File: config.mk
export PLATFORM = sky130hd
export DESIGN_NAME = button_event_decoder
export DESIGN_NICKNAME = d
export VERILOG_FILES = /design/src/rtl/button_event_pkg.sv /design/src/rtl/hold_counter.sv /design/src/rtl/button_event_decoder.sv
export SDC_FILE = /design/constraint.sdc
export NUM_CORES = 1
export LEC_CHECK = 0
export ABC_CLOCK_PERIOD_IN_PS = 4800
export BUFFER_PORTS_ARGS = -buffer_cell sky130_fd_sc_hd__buf_2
export CAP_MARGIN = 20
export CORE_AREA = 2 2 53 55
export DETAILED_ROUTE_END_ITERATION = 10
export DIE_AREA = 0 0 55 57
export GPL_TIMING_DRIVEN = 0
export HOLD_SLACK_MARGIN = 0.05
export PLACE_DENSITY_LB_ADDON = 0.15
export SLEW_MARGIN = 20
export SYNTH_ARGS = -nofsm -noshare
export SYNTH_HDL_FRONTEND = slang
export SYNTH_SLANG_ARGS = --single-unit
File: constraint.sdc
create_clock -name clk -period 4.8 [get_ports clk]
set_input_delay 0.48 -clock clk [delete_from_list [all_inputs] [get_ports clk]]
set_output_delay 0.48 -clock clk [all_outputs]
set_load 0.005 [all_outputs]
File: src/rtl/button_event_pkg.sv
// Shared types and helpers for the button event decoder.
package button_event_pkg;

  typedef enum logic [1:0] {IDLE, PRESSED, LONG} btn_state_t;

  // 64-bit intermediate so large clock frequencies times milliseconds do not overflow.
  function automatic int unsigned ms_to_cycles(input int unsigned clk_freq,
                                               input int unsigned ms);
    longint unsigned cycles;
    cycles = (64'(clk_freq) * 64'(ms)) / 64'd1000;
    return 32'(cycles);
  endfunction

endpackage

File: src/rtl/hold_counter.sv
// Loadable up-counter with a terminal-match flag against a runtime compare value.
module hold_counter #(
  parameter int unsigned Width = 4
) (
  input  logic             clk,
  input  logic             reset,
  input  logic             load,
  input  logic [Width-1:0] load_val,
  input  logic             incr,
  input  logic [Width-1:0] cmp_val,
  output logic             match
);

  logic [Width-1:0] cnt_q;

  always_ff @(posedge clk) begin
    if (reset) begin
      cnt_q <= '0;
    end else if (load) begin
      cnt_q <= load_val;
    end else if (incr) begin
      cnt_q <= cnt_q + Width'(1);
    end
  end

  assign match = (cnt_q == cmp_val);

endmodule

File: src/rtl/button_event_decoder.sv
// Turns a debounced button level into press/release/long/repeat strobes plus a held level.
// Auto-repeat in the long-press state is built only when BUTTON_AUTO_REPEAT_EN is defined.
module button_event_decoder
  import button_event_pkg::*;
#(
  parameter int unsigned clk_freq  = 25_000_000,
  parameter int unsigned long_ms   = 1000,
  parameter int unsigned repeat_ms = 200
) (
  input  logic clk,
  input  logic reset,
  input  logic btn_level,
  output logic press_pulse,
  output logic release_pulse,
  output logic long_pulse,
  output logic repeat_pulse,
  output logic held
);

  localparam int unsigned long_cycles = ms_to_cycles(clk_freq, long_ms);
`ifdef BUTTON_AUTO_REPEAT_EN
  localparam int unsigned repeat_cycles = ms_to_cycles(clk_freq, repeat_ms);
  localparam int unsigned max_cycles    =
      (long_cycles > repeat_cycles) ? long_cycles : repeat_cycles;
`else
  localparam int unsigned unused_repeat_ms = repeat_ms;
  localparam int unsigned max_cycles       = long_cycles;
`endif
  localparam int unsigned cnt_w = $clog2(max_cycles);

  if (long_cycles < 2) begin : g_long_check
    $error("button_event_decoder: long_cycles must be >= 2");
  end

  localparam logic [cnt_w-1:0] long_cmp = cnt_w'(long_cycles - 1);
`ifdef BUTTON_AUTO_REPEAT_EN
  if (repeat_cycles < 1) begin : g_repeat_check
    $error("button_event_decoder: repeat_cycles must be >= 1");
  end

  localparam logic [cnt_w-1:0] repeat_cmp = cnt_w'(repeat_cycles - 1);
  logic repeat_d;
`endif

  btn_state_t       state_q, state_d;
  logic             cnt_load, cnt_incr, cnt_match;
  logic [cnt_w-1:0] cmp_val;
  logic             press_d, release_d, long_d;

  hold_counter #(
    .Width (cnt_w)
  ) u_hold_counter (
    .clk      (clk),
    .reset    (reset),
    .load     (cnt_load),
    .load_val ('0),
    .incr     (cnt_incr),
    .cmp_val  (cmp_val),
    .match    (cnt_match)
  );

  always_comb begin
    state_d   = state_q;
    cnt_load  = 1'b0;
    cnt_incr  = 1'b0;
    cmp_val   = long_cmp;
    press_d   = 1'b0;
    release_d = 1'b0;
    long_d    = 1'b0;
`ifdef BUTTON_AUTO_REPEAT_EN
    repeat_d  = 1'b0;
`endif
    unique case (state_q)
      IDLE: begin
        if (btn_level) begin
          state_d  = PRESSED;
          cnt_load = 1'b1;
          press_d  = 1'b1;
        end
      end
      PRESSED: begin
        // Release wins over reaching the long threshold in the same cycle.
        if (!btn_level) begin
          state_d   = IDLE;
          cnt_load  = 1'b1;
          release_d = 1'b1;
        end else if (cnt_match) begin
          state_d  = LONG;
          cnt_load = 1'b1;
          long_d   = 1'b1;
        end else begin
          cnt_incr = 1'b1;
        end
      end
      LONG: begin
`ifdef BUTTON_AUTO_REPEAT_EN
        cmp_val = repeat_cmp;
`endif
        if (!btn_level) begin
          state_d   = IDLE;
          cnt_load  = 1'b1;
          release_d = 1'b1;
        end
`ifdef BUTTON_AUTO_REPEAT_EN
        else if (cnt_match) begin
          cnt_load = 1'b1;
          repeat_d = 1'b1;
        end else begin
          cnt_incr = 1'b1;
        end
`endif
      end
      default: begin
        state_d  = IDLE;
        cnt_load = 1'b1;
      end
    endcase
  end

  always_ff @(posedge clk) begin
    if (reset) begin
      state_q       <= IDLE;
      press_pulse   <= 1'b0;
      release_pulse <= 1'b0;
      long_pulse    <= 1'b0;
      held          <= 1'b0;
`ifdef BUTTON_AUTO_REPEAT_EN
      repeat_pulse  <= 1'b0;
`endif
    end else begin
      state_q       <= state_d;
      press_pulse   <= press_d;
      release_pulse <= release_d;
      long_pulse    <= long_d;
      held          <= (state_d != IDLE);
`ifdef BUTTON_AUTO_REPEAT_EN
      repeat_pulse  <= repeat_d;
`endif
    end
  end

`ifndef BUTTON_AUTO_REPEAT_EN
  assign repeat_pulse = 1'b0;
`endif

endmodule

==> results of run 1 <==
==> registers in the layout, indices dropped and copies added (netlist names) <==
| signal | count |
|---|---|
| release_pulse | 1 |
| long_pulse | 1 |
| state_q | 2 |
| held | 1 |
| u_hold_counter.cnt_q | 25 |
| press_pulse | 1 |
==> placed cells by master (no fill, tap or decap), types with 2 or more instances in the layout <==
cell      Yosys  layout
nand4_1      11      11
clkbuf_1      1       3
inv_1         4       4
o211ai_1      2       2
nor4b_1       2       2
buf_6         2       2
or4_1         4       4
nor3b_1       3       3
and3_1        4       4
or3_1         6       6
dfxtp_1      31      31
and4_1        2       2
buf_2         1       6
xor2_1       15      15
o21ai_0       8       8
nand2_1      12      12
nor2_1       22      22
nand3_1       9       9
nor4_1        3       3
a21oi_1      11      11
ha_1          5       5
nor3_1        2       2
clkbuf_4      0       5
or2_2         2       2
o31ai_1       3       3
==> kinds of logic after synthesis <==
| logic type | synth area share (%) |
|---|---|
| buf+inv | 3.78 |
| fa+ha+maj | 4.02 |
| compound gates | 11.6 |
| flops | 39.9 |
| other cells | 0.241 |
| xor+xnor | 8.44 |
| simple gates | 31.4 |
| mux | 0.643 |
==> layer usage <==
metal  global-route usage (%)  up-vias
met1                     27.9      652
li1                         -      675
met4                     8.71        0
met2                     36.4       31
met3                     7.59        7
met5                        0        -
==> stage by stage <==
| stage | worst slack [ns] | hold slack [ns] | utilization [%] | cells |
|---|---|---|---|---|
| 2_1_floorplan | 2.95 | 0.476 | - | 180 |
| 3_3_place_gp | 2.70 | 0.500 | 62.0 | 216 |
| 3_5_place_dp | 2.64 | 0.507 | 62.0 | 216 |
| 4_1_cts | 2.64 | 0.332 | 63.9 | 224 |
| 5_1_grt | 2.46 | 0.328 | 63.9 | 224 |
| 6_report | 2.63 | 0.343 | 63.9 | 224 |
==> final timing paths <==
check | from | endpoint | slack (ns) | cells past startpoint
worst min register to register | u_hold_counter.cnt_q[19]$_SDFFE_PP0P_ | u_hold_counter.cnt_q[19]$_SDFFE_PP0P_ | 0.53 | 2
worst min-delay path | reset | press_pulse$_SDFF_PP0_ | 0.34 | 2
worst max register to register | u_hold_counter.cnt_q[0]$_SDFFE_PP0P_ | u_hold_counter.cnt_q[8]$_SDFFE_PP0P_ | 2.63 | 6
worst max-delay path | u_hold_counter.cnt_q[0]$_SDFFE_PP0P_ | u_hold_counter.cnt_q[8]$_SDFFE_PP0P_ | 2.63 | 6
==> cell type report <==
type                       instances  area (sq um)  share of cell area, %
buffer                             6          43.8                   2.62
clock buffer                       7          45.0                   2.70
clock inverter                     1          5.00                  0.300
inverter                           4          15.0                  0.899
multi-input combinational        139           877                   52.5
sequential                        31           621                   37.2
tap                               31          38.8                   2.32
timing repair buffer               5          25.0                   1.50
==> power by group through the flow <==
stage / Sequential (uW) / Combinational (uW) / Clock (uW)
floorplan: 268 / 22.1 / 0
global placement: 268 / 29.2 / 0
detailed placement: 268 / 30.0 / 0
CTS: 262 / 30.0 / 146
global route: 263 / 33.6 / 156
finish: 262 / 29.9 / 140
==> results.toml, run 1 <==
[synth]
synth_edf_count = 0
yosysMostFrequentCell = "dfxtp_1"
ys.flop_type = "dfxtp_1"
ys_seq_elements = 31
synth_top_cell_area_share_pct = 39.9
synth_area_per_cell_sq_um = 8.65
synthDistinctLibCells = 39
synthArstFlopShare_pct = 0
syn_area_sq_um = 1560
netlist_top_cells_area = "dfxtp_1 40%, xor2_1 8.4%, nor2_1 5.3%, nand4_1 4.4%, ha_1 4.0%"
syn_inst = 180
yosys_warnings = 0
synth_area_leader_cell = "dfxtp_1"
synth_commonest_cells = "31 x dfxtp_1, 22 x nor2_1, 15 x xor2_1, 12 x nand2_1"
yosysSeqAreaShare_pct = 39.9
syn-num-nets = 188

[clock_tree]
cts.sink_count = 31
h-tree-depth = 2
cts-root-buf = "clkbuf_4"
cts_tree = "built"
clk_latency_ns = 0.33
hold_buffers = 0
clk_path_buf_depth = 2
path_clk_slew_ns = 0.09
cts_buffers = 5
post_cts_buffers = 0
ctsResizeCount = 0

[place]
post_dp_cell_area_sq_um = 1620
port_buffers = 5
gp_congestion = 0.799
hpwl_um = 2220

[power]
total_power_uw = 432
power.switching_uw = 103
p_seq_share_pct = 60.6
p_int_uw = 329
power_leakage_uw = 0.000572
p_per_area_nw_per_um2 = 259
vdd.ir_drop.worst_mv = 0.247
clockPowerShare_pct = 32.5
pwr-share-comb_pct = 6.9
switching_share_pct = 23.9

[sta]
finalSetupTns_ns = 0
setup_viol = 0
maxSlewHeadroom_pct = 46.5
grt_setup_unrepaired = "no"
tightest_slew_ns = 0.795
hold_viol_final = 0
period_share_pct = 45.3
finalClockSkew_ns = 0.00529
fmax_ghz = 0.460
fin_crit_ns = 2.17
maxSlewViolCount = 0

[detailed_routing]
met1_length_um = 1410
firstDrtPassIters = 4
drt_iter0_markers = 36
route.detailed.drc = 0
top_layer_used = "met4"
via_count = 1365
route.met2.wl_um = 1490
antenna_left = 0
detail_route.wl_per_cell_um = 13.9
dr_wl_met3_um = 161
vias_per_cell = 6.09
wl_um = 3120

[global_route]
grt_pass1_wl_um = 5220
grt_use_total_pct = 22.8
overflow = 0
antenna_found_initial = 0
grt_pass1_vias = 1228
grt_max_degree = 11

[critical_path]
slowest_delay_ns = 0.50
critPathKind = "reg2reg"
path_buf_inv = 0
slowest_stage = "nor2_1"
worst_ep_arrival_time_ns = 2.43
path_max_fanout = 9
worstPathCellList = "ha_1 > nand4_1 > nor2_1 > o21ai_0 > or3_1 > a21oi_1"
cp-start-kind = "register"
critPathTopFamily = "simple AND/OR/NAND/NOR gates"
cp-end-kind = "register"
cp.required_ns = 5.06

[die]
die-area_sq_um = 3140
die_w_um = 55
coreArea_sq_um = 2620
start_util_pct = 59.5
row_count = 19
die_h_um = 57
ioPinCount = 8

[cells_and_area]
stdcell_area_sq_um = 1670
area.growth.synth_to_final_pct = 7.31
fillers = 240
nets = 200
drive_above_1_share_pct = 10.9
antenna_cells = 0

[outcome]
status = "finished, final reports clean"

[job]
drv_cap = 0

[worst_hold_path]
hp-class = "in2reg"
Note: power is estimated with default switching activity, not from simulation.
==> run 2: changes to the inputs <==
ABC_CLOCK_PERIOD_IN_PS = 2020   (was 4800)
CORE_AREA = 2 2 55 57   (was 2 2 53 55)
DIE_AREA = 0 0 57 59   (was 0 0 55 57)
clock period = 2.02 ns   (was 4.8 ns; I/O delays follow)
==> run 2 against run 1 <==
Compared with the run above: die area up 7.3%; utilization is 0.16 points higher; worst hold slack worse by 0.20 ns; non-clock buffer count grew 4; global-route usage fell by 2.9 points; worst setup slack got worse by 2.6 ns; sequential share of layout area fell by 1.0 points; design area up 3.9%.
==> results.toml, run 2 (synthesized netlist as in run 1, its figures left out) <==
[sta]
tightest_slew_ns = 0.512
fmax_ghz = 0.513
hold_ws_ns = 0.143
maxSlewHeadroom_pct = 65.6
maxSlewViolCount = 0
finalSetupTns_ns = 0
period_share_pct = 96.5
hold_viol_final = 0
fin_ws_ns = 0.0698
grt_setup_unrepaired = "yes"
fin_crit_ns = 1.95
setup_viol = 0
finalClockSkew_ns = 0.0103

[cells_and_area]
seqCellArea_sq_um = 627
drive_above_1_share_pct = 17.3
largest_register_ffs = 25
reg_top3 = "u_hold_counter.cnt_q x25, state_q x2"
stdcell_area_sq_um = 1740
final_common_cell = "dfxtp_1"
antenna_cells = 0
area.growth.synth_to_final_pct = 11.5
regMostFlops = "u_hold_counter.cnt_q"
layout_common_cells = "26 x dfxtp_1, 20 x nor2_1, 15 x xor2_1"
multi_input_area_sq_um = 893
nets = 204
fillers = 238

[global_route]
grt_pass1_vias = 1140
antenna_found_initial = 0
grt_max_degree = 11
overflow = 0
grt_use_total_pct = 19.9
grt_pass1_wl_um = 4980

[critical_path]
critPathKind = "reg2reg"
r2r-end = "u_hold_counter.cnt_q[22]$_SDFFE_PP0P_"
r2r_cells = 6
worstPathCellList = "or2_1 > or4_4 > o31a_1 > nor2_4 > buf_6 > nor2_1"
cp.required_ns = 2.25
rr_startpoint = "u_hold_counter.cnt_q[17]$_SDFFE_PP0P_"
reg2reg_slack_ns = 0.07
slowest_stage = "or4_4"
path_max_fanout = 10
cp-end-kind = "register"
cp-start-kind = "register"
slowest_delay_ns = 0.56
worst_ep_arrival_time_ns = 2.18

[die]
coreArea_sq_um = 2710
die_w_um = 57
die-area_sq_um = 3360
row_count = 19
die_h_um = 59
start_util_pct = 57.4
ioPinCount = 8

[detailed_routing]
drt_iter0_markers = 39
vias_per_cell = 5.86
via_count = 1330
antenna_left = 0
route.detailed.drc = 0
wl_um = 3090
firstDrtPassIters = 4
detail_route.wl_per_cell_um = 13.6

[place]
post_dp_cell_area_sq_um = 1620
pre_cts_ws_ns = -0.0835
hpwl_um = 2120
gp_congestion = 0.778
port_buffers = 5

[worst_hold_path]
hp-class = "in2reg"
whs_endpoint = "release_pulse$_SDFF_PP0_"
hold_start = "btn_level"
hold_path_depth = 2

[clock_tree]
path_clk_slew_ns = 0.09
cts_tree = "built"
h-tree-depth = 2
cts-root-buf = "clkbuf_4"
clk_latency_ns = 0.34
cts_buffers = 5
cts.sink_count = 31
clk_path_buf_depth = 2

[power]
total_power_uw = 1070
p_per_area_nw_per_um2 = 615
vdd.ir_drop.worst_mv = 0.510
power_leakage_uw = 0.000600

[outcome]
status = "finished, final reports clean"

[job]
drv_cap = 0
run 2: cell count changes in the layout (fill, tap and decap cells not counted), sizes merged:
cell	change
clkbuf	-2
dlygate4sd3	+1
buf	+4
run 2: worst max-delay path: cells and delay by family (launching register included):
family          cells  cell delay [ns]
compound gates      1             0.34
flops               1             0.36
simple gates        4             0.96
buf+inv             1             0.17
run 2: worst max path at each step:
stage	to	start	cells past startpoint	slack [ns]
global placement	u_hold_counter.cnt_q[10]$_SDFFE_PP0P_	u_hold_counter.cnt_q[0]$_SDFFE_PP0P_	6	-0.06
global route	u_hold_counter.cnt_q[9]$_SDFFE_PP0P_	u_hold_counter.cnt_q[23]$_SDFFE_PP0P_	6	-0.02
finish	u_hold_counter.cnt_q[22]$_SDFFE_PP0P_	u_hold_counter.cnt_q[17]$_SDFFE_PP0P_	6	0.07
floorplan	u_hold_counter.cnt_q[11]$_SDFFE_PP0P_	u_hold_counter.cnt_q[23]$_SDFFE_PP0P_	6	0.17
CTS	u_hold_counter.cnt_q[13]$_SDFFE_PP0P_	state_q[1]$_SDFF_PP0_	8	0.02
detailed placement	u_hold_counter.cnt_q[8]$_SDFFE_PP0P_	u_hold_counter.cnt_q[0]$_SDFFE_PP0P_	6	-0.08
run 2: layout make-up:
type / count / share of cell area [%]
inverter: 4 / 0.865
buffer: 5 / 2.31
multi-input combinational: 139 / 51.5
clock buffer: 6 / 2.96
tap: 31 / 2.24
timing repair buffer: 10 / 3.75
clock inverter: 1 / 0.288
sequential: 31 / 36.1
run 2: what timing repair did:
item                                   CTS  global route
resized for setup                        2             7
pin swaps                                1             2
endpoints found under the hold margin    3             0
hold buffers                             1             0
buffers inserted                         2             2
setup endpoints to repair               21            26
run 2: per-stage QoR:
| stage | util, % | cells |
|---|---|---|
| 2_1_floorplan | - | 180 |
| 3_3_place_gp | 59.8 | 216 |
| 3_5_place_dp | 59.8 | 216 |
| 4_1_cts | 63.0 | 226 |
| 5_1_grt | 64.0 | 227 |
| 6_report | 64.0 | 227 |
run 2: per-layer routing:
metal	up-vias	routed length, um	global-route usage, %
met5	-	0	0
met4	0	68	11.6
met3	7	112	6.55
met2	21	1430	33.0
met1	618	1480	22.5
li1	684	-	-
run 2: power breakdown:
part	internal (uW)	switching [uW]	leakage (uW)	total (uW)
Sequential	618	4.53	0.000253	622
Clock	161	204	0.0000341	365
Combinational	34.6	45.6	0.000313	80.1
Total	813	254	0.000600	1070
==> run 3: changes to the inputs <==
CORE_AREA = 2 2 82 84   (was 2 2 55 57)
DIE_AREA = 0 0 84 86   (was 0 0 57 59)
==> run 3 against run 2 <==
Compared with the run above: combinational power rose by 32%; maximum frequency fell by 0.50%; sequential cell count did not move; wire length rose by 22%; critical endpoint is now u_hold_counter.cnt_q[10]$_SDFFE_PP0P_; register-to-register slack barely moved; clock-buffer cell count rose by 2; die area rose by 110%; clock power rose by 49%; worst setup slack got worse by 0.0099 ns.
==> results.toml, run 3 (synthesized netlist as in run 1, its figures left out) <==
[cells_and_area]
layout_common_cells = "27 x dfxtp_1, 20 x nor2_1, 15 x xor2_1"
final_common_cell = "dfxtp_1"
fillers = 690
nets = 210
area.growth.synth_to_final_pct = 23.6
stdcell_area_sq_um = 1920
regMostFlops = "u_hold_counter.cnt_q"
fin_cells = 280
largest_register_ffs = 25
drive_above_1_share_pct = 20.7
antenna_cells = 0
final_core_utilization_pct = 30.6
reg_top3 = "u_hold_counter.cnt_q x25, state_q x2"

[power]
p_seq_share_pct = 48.9
power.switching_uw = 291
vdd.ir_drop.worst_mv = 0.231
total_power_uw = 1270
pwr-share-comb_pct = 8.3
clockPowerShare_pct = 42.7
p_per_area_nw_per_um2 = 662
power_leakage_uw = 0.000663
switching_share_pct = 22.8
p_int_uw = 982

[critical_path]
worstPathCellList = "or2_1 > or4_4 > o31a_1 > nor2_4 > buf_12 > buf_6 > a21oi_1"
critPathKind = "reg2reg"
worst_ep_arrival_time_ns = 2.12
slowest_delay_ns = 0.55
cp-end-kind = "register"
cp-start-kind = "register"
cp.required_ns = 2.18
path_max_fanout = 7
slowest_stage = "or4_4"

[die]
ioPinCount = 8
coreArea_sq_um = 6280
die_h_um = 86
die-area_sq_um = 7220
die_w_um = 84
start_util_pct = 24.8
row_count = 29

[sta]
finalClockSkew_ns = 0.00603
fin_crit_ns = 1.96
hold_viol_final = 0
fmax_ghz = 0.510
maxSlewHeadroom_pct = 66.6
setup_viol = 0
tightest_slew_ns = 0.496
period_share_pct = 97.0
finalSetupTns_ns = 0
maxSlewViolCount = 0

[detailed_routing]
drt_iter0_markers = 104
antenna_left = 0
vias_per_cell = 4.87
wl_um = 3760
via_count = 1363
route.detailed.drc = 0
detail_route.wl_per_cell_um = 13.4
firstDrtPassIters = 4

[outcome]
status = "finished, final reports clean"

[place]
port_buffers = 5
hpwl_um = 2520
gp_congestion = 0.709
post_dp_cell_area_sq_um = 1680
place_inst = 262

[global_route]
grt_pass1_vias = 1285
grt_max_degree = 11
overflow = 0
grt_pass1_wl_um = 6130
antenna_found_initial = 0
grt_use_total_pct = 10.7

[clock_tree]
cts_tree = "built"
path_clk_slew_ns = 0.06
hold_buffers = 0
cts-root-buf = "clkbuf_8"
clk_path_buf_depth = 2
cts_buffers = 5
h-tree-depth = 2
cts.sink_count = 31
clk_latency_ns = 0.28

[job]
drv_cap = 0

[worst_hold_path]
hp-class = "in2reg"
[run 3: cell types whose count changed in the layout (fill, tap and decap cells not counted), sizes merged]
cell,delta
buf,+6
clkbuf,+3
clkinv,-1
dlygate4sd3,-1
[run 3: area by class of cell]
type                    instances  area, sq um  area share (%)
repair buffers                 16          141            7.35
clock buffers                   8          100            5.20
plain buffers                   5         43.8            2.28
flip-flops and latches         31          626            32.5
inverters                       4         15.0           0.781
multi-input cells             139          901            46.8
well taps                      77         96.3            5.01
[run 3: critical path, delay by kind of cell (launching register included)]
family	cells	cell delay, ns
compound gates	2	0.34
flops	1	0.34
simple gates	3	0.90
buf+inv	2	0.27
[run 3: repair_timing]
item,CTS,global route
endpoints found under the hold margin,0,0
buffers inserted,1,8
gates resized for setup,4,10
endpoints found under the setup margin,23,24
cloned,0,2
pin swaps,1,8
[run 3: per-layer routing]
| layer | vias to the layer above | GRT usage, % | wire (um) |
|---|---|---|---|
| li1 | 697 | - | - |
| met1 | 641 | 13.7 | 1880 |
| met2 | 20 | 17.8 | 1710 |
| met3 | 5 | 2.69 | 133 |
| met4 | 0 | 3.08 | 40 |
| met5 | - | 0 | 0 |
[run 3: power groups by stage]
stage	logic (uW)	registers, uW	clock network (uW)
floorplan	52.5	637	0
global placement	75.3	637	0
detailed placement	74.2	637	0
CTS	77.9	623	568
global route	116	623	590
finish	106	623	544
[run 3: path summary, 6_finish.rpt]
path,from,end,slack (ns),cells after the start
hold reg to reg,u_hold_counter.cnt_q[11]$_SDFFE_PP0P_,u_hold_counter.cnt_q[11]$_SDFFE_PP0P_,0.52,2
hold / removal,reset,press_pulse$_SDFF_PP0_,0.12,2
setup / recovery,u_hold_counter.cnt_q[23]$_SDFFE_PP0P_,u_hold_counter.cnt_q[10]$_SDFFE_PP0P_,0.06,7
setup reg to reg,u_hold_counter.cnt_q[23]$_SDFFE_PP0P_,u_hold_counter.cnt_q[10]$_SDFFE_PP0P_,0.06,7
[run 3: through the flow]
stage | setup WS, ns | hold WS, ns
after global routing | -0.0193 | 0.127
after global placement | -0.219 | 0.412
after floorplan | 0.169 | 0.274
final | 0.0599 | 0.125
after detailed placement | -0.223 | 0.408
after CTS | -0.0000839 | 0.113
